$ cat config.mk
export PLATFORM = sky130hd
export DESIGN_NAME = i2s_tdm_tx
export DESIGN_NICKNAME = d
export VERILOG_FILES = /design/src/rtl/i2s_tdm_tx.sv
export SDC_FILE = /design/constraint.sdc
export NUM_CORES = 1
export LEC_CHECK = 0
export CAP_MARGIN = 20
export CORE_ASPECT_RATIO = 0.8
export CORE_MARGIN = 8
export CORE_UTILIZATION = 30
export DETAILED_ROUTE_END_ITERATION = 12
export HOLD_SLACK_MARGIN = 0.05
export PLACE_DENSITY = 0.52
export SLEW_MARGIN = 30
export SYNTH_ARGS = -nofsm -noshare
export SYNTH_HDL_FRONTEND = slang
export SYNTH_SLANG_ARGS = --single-unit
$ cat constraint.sdc
create_clock -name sclk -period 11.5 [get_ports sclk]
set_clock_uncertainty 0.1 [all_clocks]
set_input_delay 2.875 -clock sclk [delete_from_list [all_inputs] [get_ports sclk]]
set_output_delay 2.875 -clock sclk [all_outputs]
set_load 0.1 [all_outputs]
$ cat src/rtl/i2s_tdm_tx.sv
`default_nettype none
// ============================================================================
// Module   : i2s_tdm_tx
// Brief    : I2S / left-justified / TDM serial audio transmitter fed by a frame FIFO
// Revision : 1.0
// ============================================================================
module i2s_tdm_tx #(
  parameter int DATA_W     = 24,
  parameter int SLOT_W     = 32,
  parameter int NUM_CH     = 2,
  parameter int FIFO_DEPTH = 4
) (
  input  logic                             sclk,
  input  logic                             rst_n,
  input  logic                             en,
  input  logic [1:0]                       mode,
  input  logic [NUM_CH*DATA_W-1:0]         s_data,
  input  logic                             s_valid,
  output logic                             s_ready,
  output logic                             lrclk,
  output logic                             sdata,
  output logic                             underrun,
  input  logic                             clr_underrun,
  output logic [$clog2(FIFO_DEPTH+1)-1:0]  fifo_level
);

  localparam int c_FRAME      = NUM_CH * SLOT_W;
  localparam int c_FRAME_BITS = NUM_CH * DATA_W;
  localparam int c_POS_W      = (c_FRAME > 1) ? $clog2(c_FRAME) : 1;
  localparam int c_IDX_W      = (c_FRAME_BITS > 1) ? $clog2(c_FRAME_BITS) : 1;
  localparam int c_PTR_W      = (FIFO_DEPTH > 1) ? $clog2(FIFO_DEPTH) : 1;
  localparam int c_LVL_W      = $clog2(FIFO_DEPTH + 1);

  localparam logic [1:0]         c_MODE_LJ  = 2'b01;
  localparam logic [1:0]         c_MODE_TDM = 2'b10;
  localparam logic [c_POS_W-1:0] c_POS_LAST = c_POS_W'(c_FRAME - 1);
  localparam logic [c_PTR_W-1:0] c_PTR_LAST = c_PTR_W'(FIFO_DEPTH - 1);

  typedef enum logic [0:0] {
    S_IDLE = 1'b0,
    S_RUN  = 1'b1
  } t_state;

  t_state                    r_state;
  logic [c_POS_W-1:0]        r_pos;
  logic [c_FRAME_BITS-1:0]   r_frame;
  logic [1:0]                r_mode;

  logic [c_FRAME_BITS-1:0]   r_mem [FIFO_DEPTH];
  logic [c_PTR_W-1:0]        r_wr_ptr;
  logic [c_PTR_W-1:0]        r_rd_ptr;
  logic [c_LVL_W-1:0]        r_level;

  logic                      w_push;
  logic                      w_pop;
  logic                      w_empty;
  logic                      w_frame_end;
  logic                      w_underrun_evt;
  logic                      w_frame_last;
  logic [c_FRAME_BITS-1:0]   w_head;
  logic [c_FRAME_BITS-1:0]   w_next_frame;

  // Pin values {lrclk, sdata} for bit position pos of a frame; prev_bit is the
  // final bit of the preceding frame, shown at pos 0 in the delayed modes.
  function automatic logic [1:0] f_pins(input logic [c_FRAME_BITS-1:0] frame,
                                        input logic [1:0]              md,
                                        input logic [c_POS_W-1:0]      pos,
                                        input logic                    prev_bit);
    int   p;
    int   q;
    int   slot;
    int   b;
    logic lr;
    logic sd;
    p = int'(pos);
    if (md == c_MODE_LJ) begin
      lr = (p < c_FRAME / 2);
      q  = p;
    end else begin
      lr = (md == c_MODE_TDM) ? (p == 0) : (p >= c_FRAME / 2);
      q  = (p == 0) ? c_FRAME - 1 : p - 1;
    end
    slot = q / SLOT_W;
    b    = q % SLOT_W;
    if (md != c_MODE_LJ && p == 0)
      sd = prev_bit;
    else if (b < DATA_W)
      sd = frame[c_IDX_W'(slot * DATA_W + DATA_W - 1 - b)];
    else
      sd = 1'b0;
    return {lr, sd};
  endfunction

  function automatic logic [c_PTR_W-1:0] f_inc(input logic [c_PTR_W-1:0] ptr);
    return (ptr == c_PTR_LAST) ? '0 : ptr + 1'b1;
  endfunction

  assign s_ready        = (r_level < c_LVL_W'(FIFO_DEPTH));
  assign fifo_level     = r_level;
  assign w_empty        = (r_level == '0);
  assign w_push         = s_valid && s_ready;
  assign w_frame_end    = (r_state == S_RUN) && (r_pos == c_POS_LAST);
  assign w_pop          = en && !w_empty && ((r_state == S_IDLE) || w_frame_end);
  assign w_underrun_evt = en && w_empty && w_frame_end;
  assign w_head         = r_mem[r_rd_ptr];
  assign w_next_frame   = w_pop ? w_head : '0;

  // Last bit of a frame is non-zero only when the slot carries no padding.
  assign w_frame_last = (SLOT_W == DATA_W) ? r_frame[c_FRAME_BITS - DATA_W] : 1'b0;

  always_ff @(negedge sclk) begin
    if (w_push)
      r_mem[r_wr_ptr] <= s_data;
  end

  always_ff @(negedge sclk or negedge rst_n) begin
    if (!rst_n) begin
      r_wr_ptr <= '0;
      r_rd_ptr <= '0;
      r_level  <= '0;
    end else begin
      if (w_push)
        r_wr_ptr <= f_inc(r_wr_ptr);
      if (w_pop)
        r_rd_ptr <= f_inc(r_rd_ptr);
      if (w_push && !w_pop)
        r_level <= r_level + 1'b1;
      else if (w_pop && !w_push)
        r_level <= r_level - 1'b1;
    end
  end

  always_ff @(negedge sclk or negedge rst_n) begin
    if (!rst_n) begin
      r_state  <= S_IDLE;
      r_pos    <= '0;
      r_frame  <= '0;
      r_mode   <= '0;
      lrclk    <= 1'b0;
      sdata    <= 1'b0;
      underrun <= 1'b0;
    end else begin
      if (w_underrun_evt)
        underrun <= 1'b1;
      else if (clr_underrun)
        underrun <= 1'b0;

      case (r_state)
        S_IDLE: begin
          lrclk <= 1'b0;
          sdata <= 1'b0;
          if (w_pop) begin
            r_state        <= S_RUN;
            r_pos          <= '0;
            r_frame        <= w_head;
            r_mode         <= mode;
            {lrclk, sdata} <= f_pins(w_head, mode, '0, 1'b0);
          end
        end
        S_RUN: begin
          if (!w_frame_end) begin
            r_pos          <= r_pos + 1'b1;
            {lrclk, sdata} <= f_pins(r_frame, r_mode, r_pos + 1'b1, 1'b0);
          end else if (!en) begin
            // Delayed modes still owe the final bit of this frame.
            r_state <= S_IDLE;
            r_pos   <= '0;
            lrclk   <= 1'b0;
            sdata   <= (r_mode == c_MODE_LJ) ? 1'b0 : w_frame_last;
          end else begin
            r_pos          <= '0;
            r_frame        <= w_next_frame;
            r_mode         <= mode;
            {lrclk, sdata} <= f_pins(w_next_frame, mode, '0, w_frame_last);
          end
        end
        default: r_state <= S_IDLE;
      endcase
    end
  end

endmodule
`default_nettype wire

# --- Yosys cells after proc, flatten, opt, wreduce, memory -nomap -nowiden ---
# Memory sizes are Yosys's and may differ from the RTL's.
# Cells that the tools add are included.
classes:
  add_sub_neg: 18
  multipliers: 3
  n_lt_le_gt_ge: 9
  n_eq_ne: 12
  muxes: 61
  n_bitwise: 4
  n_reduce_logical: 21
ops:
  columns: ["op", "n"]
  rows:
  - ["$mux W32", 9]
  - ["$mux W48", 4]
  - ["$add A32 B1 Y32", 3]
  - ["$mul A32 B3 Y3 const B", 3]
  - ["$pmux W48 S2", 1]
  - ["$mux W1", 29]
  - ["$lt A6 B6 Y1 const B", 4]
  - ["$lt A6 B8 Y1 const B", 3]
  - ["$add A6 B6 Y6 const B", 3]
  - ["$bmux W1 S6", 3]
  - ["$mux W6", 3]
  - ["$sub A6 B2 Y6 const B", 3]
  - ["$sub A6 B6 Y6", 3]
  - ["$reduce_or A5 Y1", 3]
  - ["$pmux W6 S2", 1]
  - ["$mux W2", 5]
  - ["$logic_and A1 B1 Y1", 9]
  - ["$eq A2 B2 Y1 const B", 4]
  - ["$sub A6 B1 Y7 const B", 1]
  - ["$add A6 B1 Y6 const B", 1]
  - ["$eq A6 B6 Y1 const B", 1]
  - ["$ge A6 B6 Y1 const B", 1]
  - ["$logic_not A6 Y1", 1]
  - ["$mux W3", 2]
  - ["16 further kinds", 28]
totals:
  reg_bits: 67
  ram_bits: 192
  input_bits: 55
  output_inout_bits: 7
  wordCells: 139
  mem_count: 1
mem_list:
  columns: ["memory", "words", "word_bits", "rd", "rd_clocked_by_memory_dff", "write_ports", "line", "source"]
  rows:
  - ["r_mem", 4, 48, 1, 0, 1, "49", "logic [c_FRAME_BITS-1:0] r_mem [FIFO_DEPTH];"]

# --- Logic depth before layout (Yosys ltp) ---
logic_depth:
  ltp_word: 20
  mapped_depth: 23
  depth_no_buf: 21

==> run metrics <==
status finished clean; clk buf depth 3; Avg Cell Area, Syn 16.2 um^2; core area 36800 um^2; die height 188 um; PD cells around 290 nW/um^2; post_cts resized 0; I/O pin count between 60 and 70; R2R Setup Slk 6.07 ns; clk slew on worst S/H paths 0.05 ns; Iter 0 DRT Violations 493; endpoints failing setup 0; net count after synthesis 757; peak supply drop about 0.00018 V; Post-DP HPWL 16.5 mm; gpl congestion between 0.7 and 0.8; std cell rows 63; worst skew pair latency 0.60 ns; MaxCap Viol Count 0; hold depth 1; CP endpoint kind register; Leak about 5.7 nW; post-synthesis sequential area ratio 0.670; GRT overflow 0; Setup Crit Path Kind in -> reg; Max Slew Vio Count 0; overall routing resource usage 0.121; drt drc 0; # hold bufs at CTS 0; CTS Buf Count 29; Final Hold Fails 0; Post-DP Area 12300 um^2; #FFs+latches synth between 200 and 300; Root Buffer clkbuf_16; post-synth cell types 64; ANT nets after route 0; total routed wirelength 26.2 mm; initial antenna violation count 0; Hold Crit Start r_frame[14]$_DFFE_NN0P_; chip width approximately 230 um; reg2reg path depth 20; Syn Inst Count a little under 700; H-tree Lvls 1; Layout area overhead 26.2%; CP Launch Type input pin; Yosys warning count 0; TritonCTS clock tree done; vias in the first global route 7486; clk sinks 259; Die Outline Area 43500 um^2; Layout Nets 1013; worst r2r src r_pos[0]$_DFFE_NN0P_; port bufs 61; fraction of layout cells with a size suffix above 1 0.144; ant diodes 0; largest net degree at the start of global routing 63; total number of vias 6953; RSZ-0062 raised after global routing no; Slew @ Worst Pin 0.877 ns; Via-to-Cell Ratio around 4.8; relative slew slack 0.416; ys async rst share 0.259; Hold WC Path Type reg -> reg; EDFF count, synth approximately 190; top_reg_cell synth edfxtp_1; WL/cell 18.0 um; Starting Density 0.302; Hold Path Sink r_frame[14]$_DFFE_NN0P_; first drt pass iteration count 6; # Post-CTS Setup Buffers 0; Worst Path Max Fanout 6; setup tns final 0 ns; reg-to-reg endpoint sdata$_DFF_NN0_; required time of the worst setup path 6.04 ns; Mapped Area around 11000 um^2; Final Instance Area 14000 um^2; first-pass GRT wire length 41.8 mm; critical path data arrival time 4.71 ns
==> worst max path at each step <==
stage / end / slack, ns / startpoint / cells after the start
after floorplan: r_mem[3][0]$_DFFE_NP_ / 0.83 / s_valid / 3
after global placement: fifo_level[2]$_DFFE_NN0P_ / 0.81 / en / 9
after detailed placement: fifo_level[2]$_DFFE_NN0P_ / 0.78 / en / 9
after CTS: fifo_level[2]$_DFFE_NN0P_ / 1.34 / en / 9
after global routing: fifo_level[2]$_DFFE_NN0P_ / 1.16 / en / 9
final: fifo_level[2]$_DFFE_NN0P_ / 1.33 / en / 9
==> sequential cells by signal, summed over array words and instances, names as in the netlist <==
register / cells
fifo_level: 3
sdata: 1
r_pos: 6
underrun: 1
r_mode: 2
lrclk: 1
r_mem: 192
r_rd_ptr: 2
r_state: 1
r_frame: 48
r_wr_ptr: 2
==> power by group <==
| group | total (mW) | switching, mW | internal (mW) |
|---|---|---|---|
| Clock | 1.18 | 0.539 | 0.643 |
| Sequential | 1.39 | 0.153 | 1.24 |
| Combinational | 1.50 | 0.845 | 0.660 |
==> per-stage QoR <==
stage | hold WS [ns] | utilization | power (mW) | cells | worst slack, ns
floorplan | 0.329 | - | 2.61 | 686 | 0.832
global placement | 0.348 | 0.334 | 3.01 | 1206 | 0.806
detailed placement | 0.351 | 0.334 | 3.01 | 1206 | 0.782
CTS | 0.354 | 0.380 | 4.14 | 1451 | 1.34
global route | 0.360 | 0.381 | 4.39 | 1452 | 1.16
finish | 0.350 | 0.381 | 4.08 | 1452 | 1.33
==> synthesized netlist by cell type (3+ instances only) <==
| master | n | share of area |
|---|---|---|
| edfxtp_1 | 192 | 0.52 |
| dfrtn_1 | 67 | 0.15 |
| mux4_2 | 49 | 0.099 |
| a22o_1 | 48 | 0.038 |
| nand2_1 | 36 | 0.012 |
| clkbuf_1 | 24 | 0.0081 |
| o21ai_0 | 23 | 0.010 |
| inv_1 | 19 | 0.0064 |
| nor2_1 | 17 | 0.0057 |
| nor3_1 | 16 | 0.0072 |
| ha_1 | 15 | 0.017 |
| mux2i_1 | 15 | 0.014 |
| buf_2 | 12 | 0.0054 |
| a21oi_1 | 10 | 0.0045 |
| and3_1 | 10 | 0.0056 |
| xnor2_1 | 10 | 0.0079 |
| a211oi_1 | 9 | 0.0061 |
| nor3b_1 | 8 | 0.0054 |
| and2_1 | 7 | 0.0039 |
| nand3_1 | 7 | 0.0032 |
| buf_4 | 6 | 0.0041 |
| nor2b_1 | 6 | 0.0034 |
| a21o_1 | 5 | 0.0034 |
| xor2_1 | 5 | 0.0039 |
| a2111oi_0 | 4 | 0.0032 |
| a221oi_1 | 4 | 0.0032 |
| a31oi_1 | 4 | 0.0023 |
| buf_1 | 4 | 0.0014 |
| mux2_2 | 3 | 0.0030 |
| nand2b_1 | 3 | 0.0017 |
| nand4_1 | 3 | 0.0017 |
==> cell usage in the layout, fill, tap and decap left out, types with 9 or more instances in the layout <==
cell type / n
nor2_1: 17
mux2i_1: 15
clkdlybuf4s50_1: 53
xnor2_1: 10
and3_1: 9
nor3_1: 16
a211oi_1: 9
mux4_2: 49
inv_1: 215
a21oi_1: 10
ha_1: 15
clkbuf_16: 29
nand2_1: 36
buf_4: 20
o21ai_0: 23
a22o_1: 48
dfrtn_1: 67
edfxtp_1: 192
==> final cells by class <==
class,count,area [um^2]
multi-input combinational,361,3380
clock inverter,216,962
tap,487,609
sequential,259,7440
inverter,18,67.6
clock buffer,30,729
fill,3501,22800
timing repair buffer,81,826
==> critical path: stages <==
cell,delay (ns)
clkdlybuf4s50_1,0.52
and3_2,0.24
inv_1,0.11
ha_1,0.19
inv_1,0.06
fa_1,0.37
xor2_1,0.17
nor2_1,0.11
xnor2_1,0.07
==> kinds of logic (layout without fill, tap and decap cells) <==
group           after synthesis  in the layout  synth area share
xor+xnor                     16             16            0.0133
compound gates              136            136            0.0961
mux                          67             67             0.116
buf+inv                      66            345            0.0264
flops                       259            259             0.670
fa+ha+maj                    16             16            0.0187
simple gates                126            126            0.0594
==> metal layers <==
metal	GRT usage	vias up	routed length, um
met5	0	-	0
met3	0.0355	36	1320
met1	0.170	3490	12800
li1	-	3252	-
met2	0.178	175	11600
met4	0.0365	0	453
(Power assumes the default switching activity.)
